[src/rtl/hex_disp_pkg.sv]
// Shared types and constants for the HEX display scheduler: FSM states,
// digit-field geometry and active-low seven-segment glyphs.
package hex_disp_pkg;

  typedef enum logic [1:0] {
    ST_IDLE,
    ST_ROTATE,
    ST_URGENT
  } state_e;

  localparam int DIGIT_W = 7;
  localparam int DIGITS  = 8;
  localparam int SRC_W   = DIGIT_W * DIGITS;

  // Active-low segments: bit0 top .. bit5 upper-left, bit6 middle.
  localparam logic [6:0] DARK = 7'h7F;
  localparam logic [6:0] D0   = 7'h40;
  localparam logic [6:0] D1   = 7'h79;
  localparam logic [6:0] D2   = 7'h24;
  localparam logic [6:0] D3   = 7'h30;
  localparam logic [6:0] D4   = 7'h19;
  localparam logic [6:0] D5   = 7'h12;
  localparam logic [6:0] D6   = 7'h02;
  localparam logic [6:0] D7   = 7'h78;
  localparam logic [6:0] D8   = 7'h00;
  localparam logic [6:0] D9   = 7'h10;
  localparam logic [6:0] DA   = 7'h08;
  localparam logic [6:0] DB   = 7'h03;
  localparam logic [6:0] DC   = 7'h46;
  localparam logic [6:0] DD   = 7'h21;
  localparam logic [6:0] DE   = 7'h06;
  localparam logic [6:0] DF   = 7'h0E;

endpackage

[src/rtl/hex_display_scheduler_if.sv]
// Requester-side inputs and HEX-pin outputs of the display scheduler,
// bundled so producers and the scheduler share one connection.
interface hex_display_scheduler_if #(
  parameter int NUM_SRC = 4
) ();
  import hex_disp_pkg::*;

  logic [NUM_SRC-1:0]       src_req_i;
  logic [NUM_SRC-1:0]       src_urgent_i;
  logic [NUM_SRC-1:0]       src_raw_i;
  logic [NUM_SRC*SRC_W-1:0] src_data_i;
  logic                     freeze_i;
  logic [DIGIT_W-1:0]       HEX0_o, HEX1_o, HEX2_o, HEX3_o;
  logic [DIGIT_W-1:0]       HEX4_o, HEX5_o, HEX6_o, HEX7_o;
  logic [NUM_SRC-1:0]       grant_o;
  logic [2:0]               cur_src_o;

  modport master (
    output src_req_i, src_urgent_i, src_raw_i, src_data_i, freeze_i,
    input  HEX0_o, HEX1_o, HEX2_o, HEX3_o, HEX4_o, HEX5_o, HEX6_o, HEX7_o,
    input  grant_o, cur_src_o
  );

  modport slave (
    input  src_req_i, src_urgent_i, src_raw_i, src_data_i, freeze_i,
    output HEX0_o, HEX1_o, HEX2_o, HEX3_o, HEX4_o, HEX5_o, HEX6_o, HEX7_o,
    output grant_o, cur_src_o
  );

endinterface

[src/rtl/hex_seg_encoder.sv]
// Combinational 4-bit hex value to active-low seven-segment glyph (0-9, A-F).
module hex_seg_encoder
  import hex_disp_pkg::*;
(
  input  logic [3:0] nibble,
  output logic [6:0] seg
);

  always_comb begin
    // NOTE: default assignment first so no path through the case can infer a latch.
    seg = DARK;
    unique case (nibble)
      4'h0: seg = D0;
      4'h1: seg = D1;
      4'h2: seg = D2;
      4'h3: seg = D3;
      4'h4: seg = D4;
      4'h5: seg = D5;
      4'h6: seg = D6;
      4'h7: seg = D7;
      4'h8: seg = D8;
      4'h9: seg = D9;
      4'hA: seg = DA;
      4'hB: seg = DB;
      4'hC: seg = DC;
      4'hD: seg = DD;
      4'hE: seg = DE;
      4'hF: seg = DF;
    endcase
  end

endmodule

[src/rtl/hex_display_scheduler.sv]
// Owns the eight HEX digits: round-robin timed pages for requesters, with
// edge-triggered urgent sources preempting the rotation for a fixed hold.
module hex_display_scheduler
  import hex_disp_pkg::*;
#(
  parameter int NUM_SRC     = 4,
  parameter int PAGE_CYCLES = 50_000_000,
  parameter int HOLD_CYCLES = 100_000_000
) (
  input  logic                    clk,
  input  logic                    rst,
  hex_display_scheduler_if.slave  bus
);

  localparam int PAGE_W = (PAGE_CYCLES > 1) ? $clog2(PAGE_CYCLES) : 1;
  localparam int HOLD_W = (HOLD_CYCLES > 1) ? $clog2(HOLD_CYCLES) : 1;
  localparam logic [PAGE_W-1:0] PAGE_LAST = PAGE_W'(PAGE_CYCLES - 1);
  localparam logic [HOLD_W-1:0] HOLD_LAST = HOLD_W'(HOLD_CYCLES - 1);

  state_e              state, state_n;
  logic [2:0]          cur_src, cur_n;
  logic [2:0]          resume_src, resume_n;
  logic [PAGE_W-1:0]   page_cnt, page_n;
  logic [HOLD_W-1:0]   hold_cnt, hold_n;
  logic [NUM_SRC-1:0]  urg_q;
  logic [NUM_SRC-1:0]  edges;
  logic                edge_any;
  logic [2:0]          edge_idx;
  logic [NUM_SRC-1:0]  req;
  logic                req_cur;
  logic                req_resume;

  // Nearest requester strictly after 'from', wrapping; 'from' itself is the last resort.
  function automatic logic [2:0] next_after(input logic [2:0] from,
                                            input logic [NUM_SRC-1:0] vec);
    logic [2:0] pick;
    int         idx;
    pick = from;
    for (int i = NUM_SRC; i >= 1; i--) begin
      idx = int'(from) + i;
      if (idx >= NUM_SRC) idx -= NUM_SRC;
      if (vec[idx]) pick = 3'(idx);
    end
    return pick;
  endfunction

  function automatic logic bit_at(input logic [NUM_SRC-1:0] vec, input logic [2:0] idx);
    logic b;
    b = 1'b0;
    for (int s = 0; s < NUM_SRC; s++)
      if (idx == 3'(s)) b = vec[s];
    return b;
  endfunction

  assign req        = bus.src_req_i;
  assign edges      = bus.src_urgent_i & ~urg_q;
  assign edge_any   = |edges;
  assign req_cur    = bit_at(req, cur_src);
  assign req_resume = bit_at(req, resume_src);

  always_comb begin
    edge_idx = '0;
    for (int s = NUM_SRC - 1; s >= 0; s--)
      if (edges[s]) edge_idx = 3'(s);
  end

  always_comb begin
    state_n  = state;
    cur_n    = cur_src;
    resume_n = resume_src;
    page_n   = page_cnt;
    hold_n   = hold_cnt;
    unique case (state)
      ST_IDLE: begin
        page_n = '0;
        hold_n = '0;
        cur_n  = '0;
        if (edge_any) begin
          state_n = ST_URGENT;
          cur_n   = edge_idx;
        end else if (|req) begin
          state_n = ST_ROTATE;
          cur_n   = next_after(3'(NUM_SRC - 1), req);
        end
      end
      ST_ROTATE: begin
        if (edge_any) begin
          state_n  = ST_URGENT;
          resume_n = cur_src;
          cur_n    = edge_idx;
          hold_n   = '0;
          page_n   = '0;
        end else if (!(|req)) begin
          state_n = ST_IDLE;
          cur_n   = '0;
          page_n  = '0;
        end else if (!req_cur || (page_cnt == PAGE_LAST && !bus.freeze_i)) begin
          cur_n  = next_after(cur_src, req);
          page_n = '0;
        end else if (!bus.freeze_i && page_cnt != PAGE_LAST) begin
          page_n = page_cnt + PAGE_W'(1);
        end
      end
      ST_URGENT: begin
        // Only a strictly higher-priority (lower-index) edge may steal the hold.
        if (edge_any && edge_idx < cur_src) begin
          cur_n  = edge_idx;
          hold_n = '0;
        end else if (hold_cnt == HOLD_LAST) begin
          hold_n = '0;
          page_n = '0;
          if (!(|req)) begin
            state_n = ST_IDLE;
            cur_n   = '0;
          end else begin
            state_n = ST_ROTATE;
            cur_n   = req_resume ? resume_src : next_after(resume_src, req);
          end
        end else begin
          hold_n = hold_cnt + HOLD_W'(1);
        end
      end
      default: state_n = ST_IDLE;
    endcase
  end

  always_ff @(posedge clk or posedge rst) begin
    if (rst) begin
      state      <= ST_IDLE;
      cur_src    <= '0;
      resume_src <= '0;
      page_cnt   <= '0;
      hold_cnt   <= '0;
      urg_q      <= '0;
    end else begin
      // NOTE: non-blocking so every register samples the pre-edge values together.
      state      <= state_n;
      cur_src    <= cur_n;
      resume_src <= resume_n;
      page_cnt   <= page_n;
      hold_cnt   <= hold_n;
      urg_q      <= bus.src_urgent_i;
    end
  end

  always_comb begin
    for (int s = 0; s < NUM_SRC; s++)
      bus.grant_o[s] = (state != ST_IDLE) && (cur_src == 3'(s));
  end
  assign bus.cur_src_o = cur_src;

  logic [SRC_W-1:0]   sel_data;
  logic               sel_raw;
  logic [DIGIT_W-1:0] digit_next [DIGITS];
  logic [DIGIT_W-1:0] hex_q      [DIGITS];

  always_comb begin
    sel_data = '0;
    sel_raw  = 1'b0;
    for (int s = 0; s < NUM_SRC; s++) begin
      if (cur_src == 3'(s)) begin
        sel_data = bus.src_data_i[s*SRC_W +: SRC_W];
        sel_raw  = bus.src_raw_i[s];
      end
    end
  end

  for (genvar d = 0; d < DIGITS; d++) begin : g_digit
    logic [DIGIT_W-1:0] field;
    logic [6:0]         glyph;
    assign field = sel_data[d*DIGIT_W +: DIGIT_W];
    hex_seg_encoder u_enc (
      .nibble (field[3:0]),
      .seg    (glyph)
    );
    assign digit_next[d] = sel_raw  ? field :
                           field[4] ? DARK  : glyph;
  end

  always_ff @(posedge clk or posedge rst) begin
    if (rst) begin
      for (int d = 0; d < DIGITS; d++) hex_q[d] <= DARK;
    end else begin
      for (int d = 0; d < DIGITS; d++)
        hex_q[d] <= (state == ST_IDLE) ? DARK : digit_next[d];
    end
  end

  assign bus.HEX0_o = hex_q[0];
  assign bus.HEX1_o = hex_q[1];
  assign bus.HEX2_o = hex_q[2];
  assign bus.HEX3_o = hex_q[3];
  assign bus.HEX4_o = hex_q[4];
  assign bus.HEX5_o = hex_q[5];
  assign bus.HEX6_o = hex_q[6];
  assign bus.HEX7_o = hex_q[7];

endmodule

[src/flat_wrapper.sv]
// flat-port wrapper written by rule: the top's interface ports become plain ports
module hex_display_scheduler_flat import hex_disp_pkg::*;
#(
  parameter int NUM_SRC     = 4,
  parameter int PAGE_CYCLES = 50_000_000,
  parameter int HOLD_CYCLES = 100_000_000
)
  (clk, rst, bus_src_req_i, bus_src_urgent_i, bus_src_raw_i, bus_src_data_i, bus_freeze_i, bus_HEX0_o, bus_HEX1_o, bus_HEX2_o, bus_HEX3_o, bus_HEX4_o, bus_HEX5_o, bus_HEX6_o, bus_HEX7_o, bus_grant_o, bus_cur_src_o);
  hex_display_scheduler_if #(.NUM_SRC(NUM_SRC)) bus_i ();
  input  logic clk;
  input  logic rst;
  input wire logic [$bits(bus_i.src_req_i)-1:0] bus_src_req_i;
  input wire logic [$bits(bus_i.src_urgent_i)-1:0] bus_src_urgent_i;
  input wire logic [$bits(bus_i.src_raw_i)-1:0] bus_src_raw_i;
  input wire logic [$bits(bus_i.src_data_i)-1:0] bus_src_data_i;
  input wire logic [$bits(bus_i.freeze_i)-1:0] bus_freeze_i;
  output wire logic [$bits(bus_i.HEX0_o)-1:0] bus_HEX0_o;
  output wire logic [$bits(bus_i.HEX1_o)-1:0] bus_HEX1_o;
  output wire logic [$bits(bus_i.HEX2_o)-1:0] bus_HEX2_o;
  output wire logic [$bits(bus_i.HEX3_o)-1:0] bus_HEX3_o;
  output wire logic [$bits(bus_i.HEX4_o)-1:0] bus_HEX4_o;
  output wire logic [$bits(bus_i.HEX5_o)-1:0] bus_HEX5_o;
  output wire logic [$bits(bus_i.HEX6_o)-1:0] bus_HEX6_o;
  output wire logic [$bits(bus_i.HEX7_o)-1:0] bus_HEX7_o;
  output wire logic [$bits(bus_i.grant_o)-1:0] bus_grant_o;
  output wire logic [$bits(bus_i.cur_src_o)-1:0] bus_cur_src_o;
  assign bus_i.src_req_i = bus_src_req_i;
  assign bus_i.src_urgent_i = bus_src_urgent_i;
  assign bus_i.src_raw_i = bus_src_raw_i;
  assign bus_i.src_data_i = bus_src_data_i;
  assign bus_i.freeze_i = bus_freeze_i;
  assign bus_HEX0_o = bus_i.HEX0_o;
  assign bus_HEX1_o = bus_i.HEX1_o;
  assign bus_HEX2_o = bus_i.HEX2_o;
  assign bus_HEX3_o = bus_i.HEX3_o;
  assign bus_HEX4_o = bus_i.HEX4_o;
  assign bus_HEX5_o = bus_i.HEX5_o;
  assign bus_HEX6_o = bus_i.HEX6_o;
  assign bus_HEX7_o = bus_i.HEX7_o;
  assign bus_grant_o = bus_i.grant_o;
  assign bus_cur_src_o = bus_i.cur_src_o;
  hex_display_scheduler #(.NUM_SRC(NUM_SRC), .PAGE_CYCLES(PAGE_CYCLES), .HOLD_CYCLES(HOLD_CYCLES)) u_core (.clk(clk), .rst(rst), .bus(bus_i));
endmodule
[config.mk]
export PLATFORM = sky130hd
export DESIGN_NAME = hex_display_scheduler_flat
export DESIGN_NICKNAME = d
export VERILOG_FILES = /design/src/rtl/hex_disp_pkg.sv /design/src/rtl/hex_display_scheduler_if.sv /design/src/rtl/hex_seg_encoder.sv /design/src/rtl/hex_display_scheduler.sv /design/src/flat_wrapper.sv
export SDC_FILE = /design/constraint.sdc
export NUM_CORES = 1
export LEC_CHECK = 0
export ABC_AREA = 1
export CAP_MARGIN = 40
export CORE_UTILIZATION = 35
export DETAILED_ROUTE_END_ITERATION = 12
export PLACE_DENSITY_LB_ADDON = 0.1
export SYNTH_ARGS = -nofsm -noshare
export SYNTH_HDL_FRONTEND = slang
export SYNTH_SLANG_ARGS = --single-unit
[constraint.sdc]
create_clock -name clk -period 5.4 [get_ports clk]
set_clock_uncertainty 0.05 [all_clocks]
set_input_delay 1.08 -clock clk [delete_from_list [all_inputs] [get_ports clk]]
set_output_delay 1.08 -clock clk [all_outputs]
set_load 0.02 [all_outputs]
After elaboration in Yosys (flattened, before gate mapping):

Memory sizes are Yosys's and may differ from the RTL's.
Index checks and enable logic that the tools add are counted.

* add/sub/neg operators: 18
* $mul: 0
* divide/modulo/power cells: 0
* $lt $le $gt $ge: 21
* equal/unequal tests: 20
* shift-type cells: 0
* muxes and demuxes: 173
* bitwise operators: 2
* reductions and logical operators: 22

Operators with widths (number)
* 32-bit 2-to-1 mux: 52
* 32-bit by 4-bit < comparator with 1-bit output, second input constant: 12
* 32-bit by 4-bit greater-or-equal comparator with 1-bit output, second input constant: 8
* 32-bit by 4-bit subtractor with 32-bit output, second input constant: 8
* 56-bit 2-to-1 mux: 4
* 7-bit 2-to-1 mux: 24
* 26-bit 2-to-1 mux: 6
* 27-bit 2-to-1 mux: 3
* 27-bit one-hot mux with 3 select lines: 1
* 26-bit one-hot mux with 3 select lines: 1
* 3-bit 2-to-1 mux: 21
* 1-bit 2-to-1 mux: 37
* 27-bit by 1-bit adder with 27-bit output, second input constant: 1
* 27-bit == test, second input constant: 1
* 26-bit by 1-bit adder with 26-bit output, second input constant: 1
* 26-bit == test, second input constant: 1
* 26-bit != test, second input constant: 1
* 1-bit binary-select mux with 2-bit select: 12
* 2-bit 2-to-1 mux: 10
* 3-bit by 2-bit adder with 4-bit output, second input constant: 4
* 3-bit by 2-bit == test with 1-bit output, second input constant: 4
* 4-bit AND reduction: 3
* 3-bit one-hot mux with 3 select lines: 1
* 3-bit by 1-bit adder with 4-bit output, second input constant: 2
* other kinds (24): 38

* flip-flop bits (word level): 121
* latch bits: 0
* RAM bits: 0
* memory bits (read-only): 896
* input port bits: 239
* output and inout port bits: 63
* word-level logic and storage cells: 278
* memories kept: 8

Memories
* (no name shown): depth 16, width 7, rd ports 1, clocked after memory_dff 0, wr ports 0, line hex_seg_encoder.sv:12 `unique case (nibble)`
* (no name shown): depth 16, width 7, rd ports 1, clocked after memory_dff 0, wr ports 0, line hex_seg_encoder.sv:12
* (no name shown): depth 16, width 7, rd ports 1, clocked after memory_dff 0, wr ports 0, line hex_seg_encoder.sv:12
* (no name shown): depth 16, width 7, rd ports 1, clocked after memory_dff 0, wr ports 0, line hex_seg_encoder.sv:12
* (no name shown): depth 16, width 7, rd ports 1, clocked after memory_dff 0, wr ports 0, line hex_seg_encoder.sv:12
* (no name shown): depth 16, width 7, rd ports 1, clocked after memory_dff 0, wr ports 0, line hex_seg_encoder.sv:12
* 2 more memories

Longest topological paths before layout:

* depth after elaboration: 22
* depth in mapped cells: 20

Modules after synthesis:

From an unflattened synthesis, not the netlist that was laid out.

* cells, all modules: 1748
* area, all modules: 11134.4 µm²

By module, submodules not included
* hex_display_scheduler: times used 1, cells an instance 1356, area each 8923.6 µm², sequential area each 3098.0 µm²
* hex_seg_encoder at u_core.g_digit[2].u_enc ...: times used 5, cells an instance 49, area each 277.8 µm², sequential area each 0.0 µm²
* hex_seg_encoder at u_core.g_digit[0].u_enc ...: times used 3, cells an instance 49, area each 274.0 µm², sequential area each 0.0 µm²

Worst setup path after synthesis:

Ideal clock, no wire load.

* kind: reg-to-output
* start: register u_core.cur_src[0] (netlist: u_core.bus.cur_src_o[0])
* end: output bus_grant_o[3]
* data arrival time: 1.792 ns
* required time: 4.270 ns
* slack: 2.478 ns
* stages on the path, launching flop included: 8
* buffers on the path: 3
* path through: dfrtp_1 -> ha_1 -> ha_1 -> inv_1 -> buf_2 -> buf_2 -> clkbuf_1 -> nor2_1

* word-level cells in the longest chain between the ends: 2

RTL lines
* start, declared: line hex_display_scheduler.sv:21 `logic [2:0] cur_src, cur_n;`
* start signal, assigned: line hex_display_scheduler.sv:138 `cur_src <= cur_n;`
* 3-bit by 2-bit == test with 1-bit output: line hex_display_scheduler.sv:148 `bus.grant_o[s] = (state != ST_IDLE) && (cur_src == 3'(s));`
* 1-bit logical AND: line hex_display_scheduler.sv:148
* end, declared: line flat_wrapper.sv:25 `output wire logic [$bits(bus_i.grant_o)-1:0] bus_grant_o;`

Every way passes these cells.

Final worst setup path:

Same ends and word-level chain as after synthesis.

==> impl_metrics.yaml <==
run_status:
  status: "finished clean"
clock_network:
  numCtsBuffers: 17
  cts_resized: 0
  cts.reportedPaths.clkPinSlew_ns: 0.06
  h-tree-depth: 4
  clock_latency_ns: 0.43
  clkSinkCount: 121
  cts_tree: "yes"
  cts_root_buf: "clkbuf_16"
  clockBufferDepth: 2
  cts_setup_buffers: 0
  hold_buffers: 0
power_and_ir_drop:
  power.net_switching_mw: 5.177
  leakage_nw: 6.908
  clockPowerShare_pct: 12.5
  power_density_nw_per_um2: 614.4
  intPower_mw: 4.230
  combinationalPowerShare_pct: 72.3
  irDropWorstVdd_mv: 0.2972
  swShare_pct: 55.03
  finalPower_mw: 9.406
  p_seq_share_pct: 15.2
sta:
  fin_crit_sh_pct: 78.20
  finalHoldViolCount: 0
  drv_slew: 0
  finalSetupViolCount: 0
  fin_crit_ns: 4.223
  rsz0062_at_grt: "no"
  worst_slew_pin_slew_ns: 0.7526
  whs_ns: 0.4908
  fmax_ghz: 0.2368
  max_slew_margin_pct: 49.69
  fin_setup_tns_ns: 0
worst_setup_path:
  regToRegStartpoint: "u_core.bus.cur_src_o[0]$_DFFE_PP0P_"
  worst-path-buf-inv: 3
  r2r_cells: 14
  ff2ff_setup_slack_ns: 1.62
  critPathKind: "reg -> out"
  path_cells: "ha_1, ha_1, buf_4, clkinv_2, nor2_1, clkdlybuf4s50_1"
  critPathSlowestCell: "dfrtp_1"
  slowest_delay_ns: 0.72
  startpoint_type: "flip-flop"
  worstPathArrival_ns: 3.09
  end_kind: "output port"
  r2r_end: "u_core.bus.HEX5_o[5]$_DFF_PP1_"
  critPathMostFrequentCell: "ha_1"
  worst_ep_required_time_ns: 4.27
  cp_max_fo: 30
  critPathTopFamily: "buffers and inverters"
global_route:
  grt_pass1_vias: 12320
  grt_use_met3_pct: 5.421
  met1_usage_pct: 33.77
  use_met2_pct: 44.06
  grt.total_usage_pct: 26.24
  antenna_found_initial: 1
  top_usage_layer: "met2"
  grt_overflow: 0
  grt_max_degree: 63
  grt_pass1_wl_mm: 67.99
floorplanning:
  dieArea_um2: 33550
  die_y_um: 183.2
  io_pins: 302
  num_rows: 65
  die_w_um: 183.2
  core_region_area_um2: 31960
  initial_core_util_pct: 35.94
synth:
  ys_ff_latch: 121
  syn_nets: 2106
  synth_ff_type: "dfrtp_1"
  synth_area_per_cell_um2: 6.396
  synth_area_leaders: "nand2_1 22%, dfrtp_1 14%, dfstp_2 13%, ha_1 7.7%, nand3_1 6.8%"
  yosysWarnings: 0
  synth_edf_count: 0
  yosysSeqAreaShare_pct: 26.97
  yosys.area.top_type: "nand2_1"
  syn-instance-count: 1796
  synth_top_area_share_pct: 21.60
  synthArstFlopShare_pct: 100.0
  synth_cell_types: 46
  synth_area_um2: 11490
finish:
  syn_to_final_growth_pct: 33.26
  nets: 2366
  fin_util_pct: 47.90
  layout-drive-gt1-share_pct: 9.618
  final_cell_mix: "661 x nand2_1, 301 x clkdlybuf4s50_1, 155 x nand3_1, 143 x inv_1, 122 x nor2_1"
  layout_commonest_cell: "nand2_1"
routing:
  vias: 12480
  first_pass_iters: 5
  drc: 0
  drtAntennaViolNets: 0
  wirelength_mm: 42.85
  post_drt_wl_per_cell_um: 17.11
  drt_iter0_markers: 1022
  routed_via_density: 4.980
place:
  gp_congestion: 0.9303
  dp_hpwl_mm: 33.17
  io_buffer_count: 301
worst_hold_path:
  min_path_cells: 2
  hp-class: "reg -> reg"
  worstHoldStart: "u_core.page_cnt[22]$_DFFE_PP0P_"
  hold_end: "u_core.page_cnt[22]$_DFFE_PP0P_"
job:
  cap_violations: 0
through the flow:
step,cells,setup slack (ns),cell area [um2]
after global routing,2505,1.010,15310
after CTS,2504,1.151,15310
final,2505,1.177,15310
after floorplan,1796,1.149,11490
after global placement,2470,0.8147,14660
after detailed placement,2472,1.257,14700
tightest hold or removal path, cell delays in order, from the launching register on:
cell,delay [ns]
dfrtp_1,0.38
nand2_1,0.06
o21ai_0,0.07
registers in the layout, indices dropped and copies added (netlist names):
name	cells
u_core.bus.HEX1_o	7
u_core.bus.HEX4_o	7
u_core.bus.HEX7_o	7
u_core.page_cnt	26
u_core.state	2
u_core.urg_q	4
u_core.bus.HEX2_o	7
u_core.bus.HEX3_o	7
u_core.hold_cnt	27
u_core.bus.cur_src_o	3
u_core.bus.HEX6_o	7
u_core.bus.HEX0_o	7
u_core.resume_src	3
u_core.bus.HEX5_o	7
kinds of logic after synthesis:
| group | synth area share (%) |
|---|---|
| AO/OA/AOI/OAI | 13.64 |
| adder cells (fa/ha/maj) | 7.733 |
| flip-flops | 26.97 |
| XOR/XNOR | 2.897 |
| buffers and inverters | 9.879 |
| AND/OR/NAND/NOR | 38.88 |
routing by layer:
layer | up-vias | wire length, um | share of wire [%]
li1 | 6309 | - | -
met1 | 5750 | 19130 | 45
met2 | 362 | 20300 | 47
met3 | 54 | 2402 | 5.6
met4 | 0 | 1023 | 2.4
met5 | - | 0 | 0
cells in the mapped netlist, types with 2 or more instances:
library cell	number
a31oi_1	11
nor3_1	47
o21ai_2	16
o211ai_1	6
nand3_1	155
nand2_1	661
nand2_2	13
nor3b_2	2
buf_2	22
inv_2	16
nand2_4	5
inv_1	145
o21ai_0	86
nand3b_1	4
nor2_1	122
o21ai_4	3
clkbuf_1	20
nor2_4	3
o21a_1	6
inv_4	7
nor2_2	4
dfstp_2	56
o22ai_1	3
dfrtp_1	65
nand3_2	6
a21oi_1	84
or2_2	11
buf_4	15
xnor2_1	11
ha_1	71
buf_6	16
o21ai_1	40
o22ai_2	8
nand4_1	18
xor2_1	27
power by group through the flow:
stage	Sequential, mW	Combinational, mW	Clock, mW
global route	1.45	7.60	1.25
CTS	1.43	6.78	1.20
global placement	1.44	6.75	0
finish	1.43	6.80	1.18
detailed placement	1.43	6.74	0
floorplan	1.63	4.65	0
layout make-up:
type / instances / area, um2
diodes: 1 / 2.502
clock buffers: 23 / 489.2
clock inverters: 9 / 112.6
fillers: 3361 / 16650
inverters: 168 / 651.9
multi-input cells: 1432 / 7257
flip-flops and latches: 121 / 3098
well taps: 435 / 544.3
repair buffers: 316 / 3153
worst max path at each step:
stage                                             start                                  end  slack (ns)  depth (start not counted)
floorplan                                           rst  u_core.bus.cur_src_o[0]$_DFFE_PP0P_        1.15                          1
global placement                    bus_src_urgent_i[0]      u_core.page_cnt[22]$_DFFE_PP0P_        0.81                         11
detailed placement                  bus_src_urgent_i[3]      u_core.page_cnt[22]$_DFFE_PP0P_        1.26                         15
CTS                 u_core.bus.cur_src_o[0]$_DFFE_PP0P_                       bus_grant_o[3]        1.15                          6
global route        u_core.bus.cur_src_o[0]$_DFFE_PP0P_                       bus_grant_o[3]        1.01                          6
finish              u_core.bus.cur_src_o[0]$_DFFE_PP0P_                       bus_grant_o[3]        1.18                          6
Note: power is estimated with default switching activity, not from simulation.
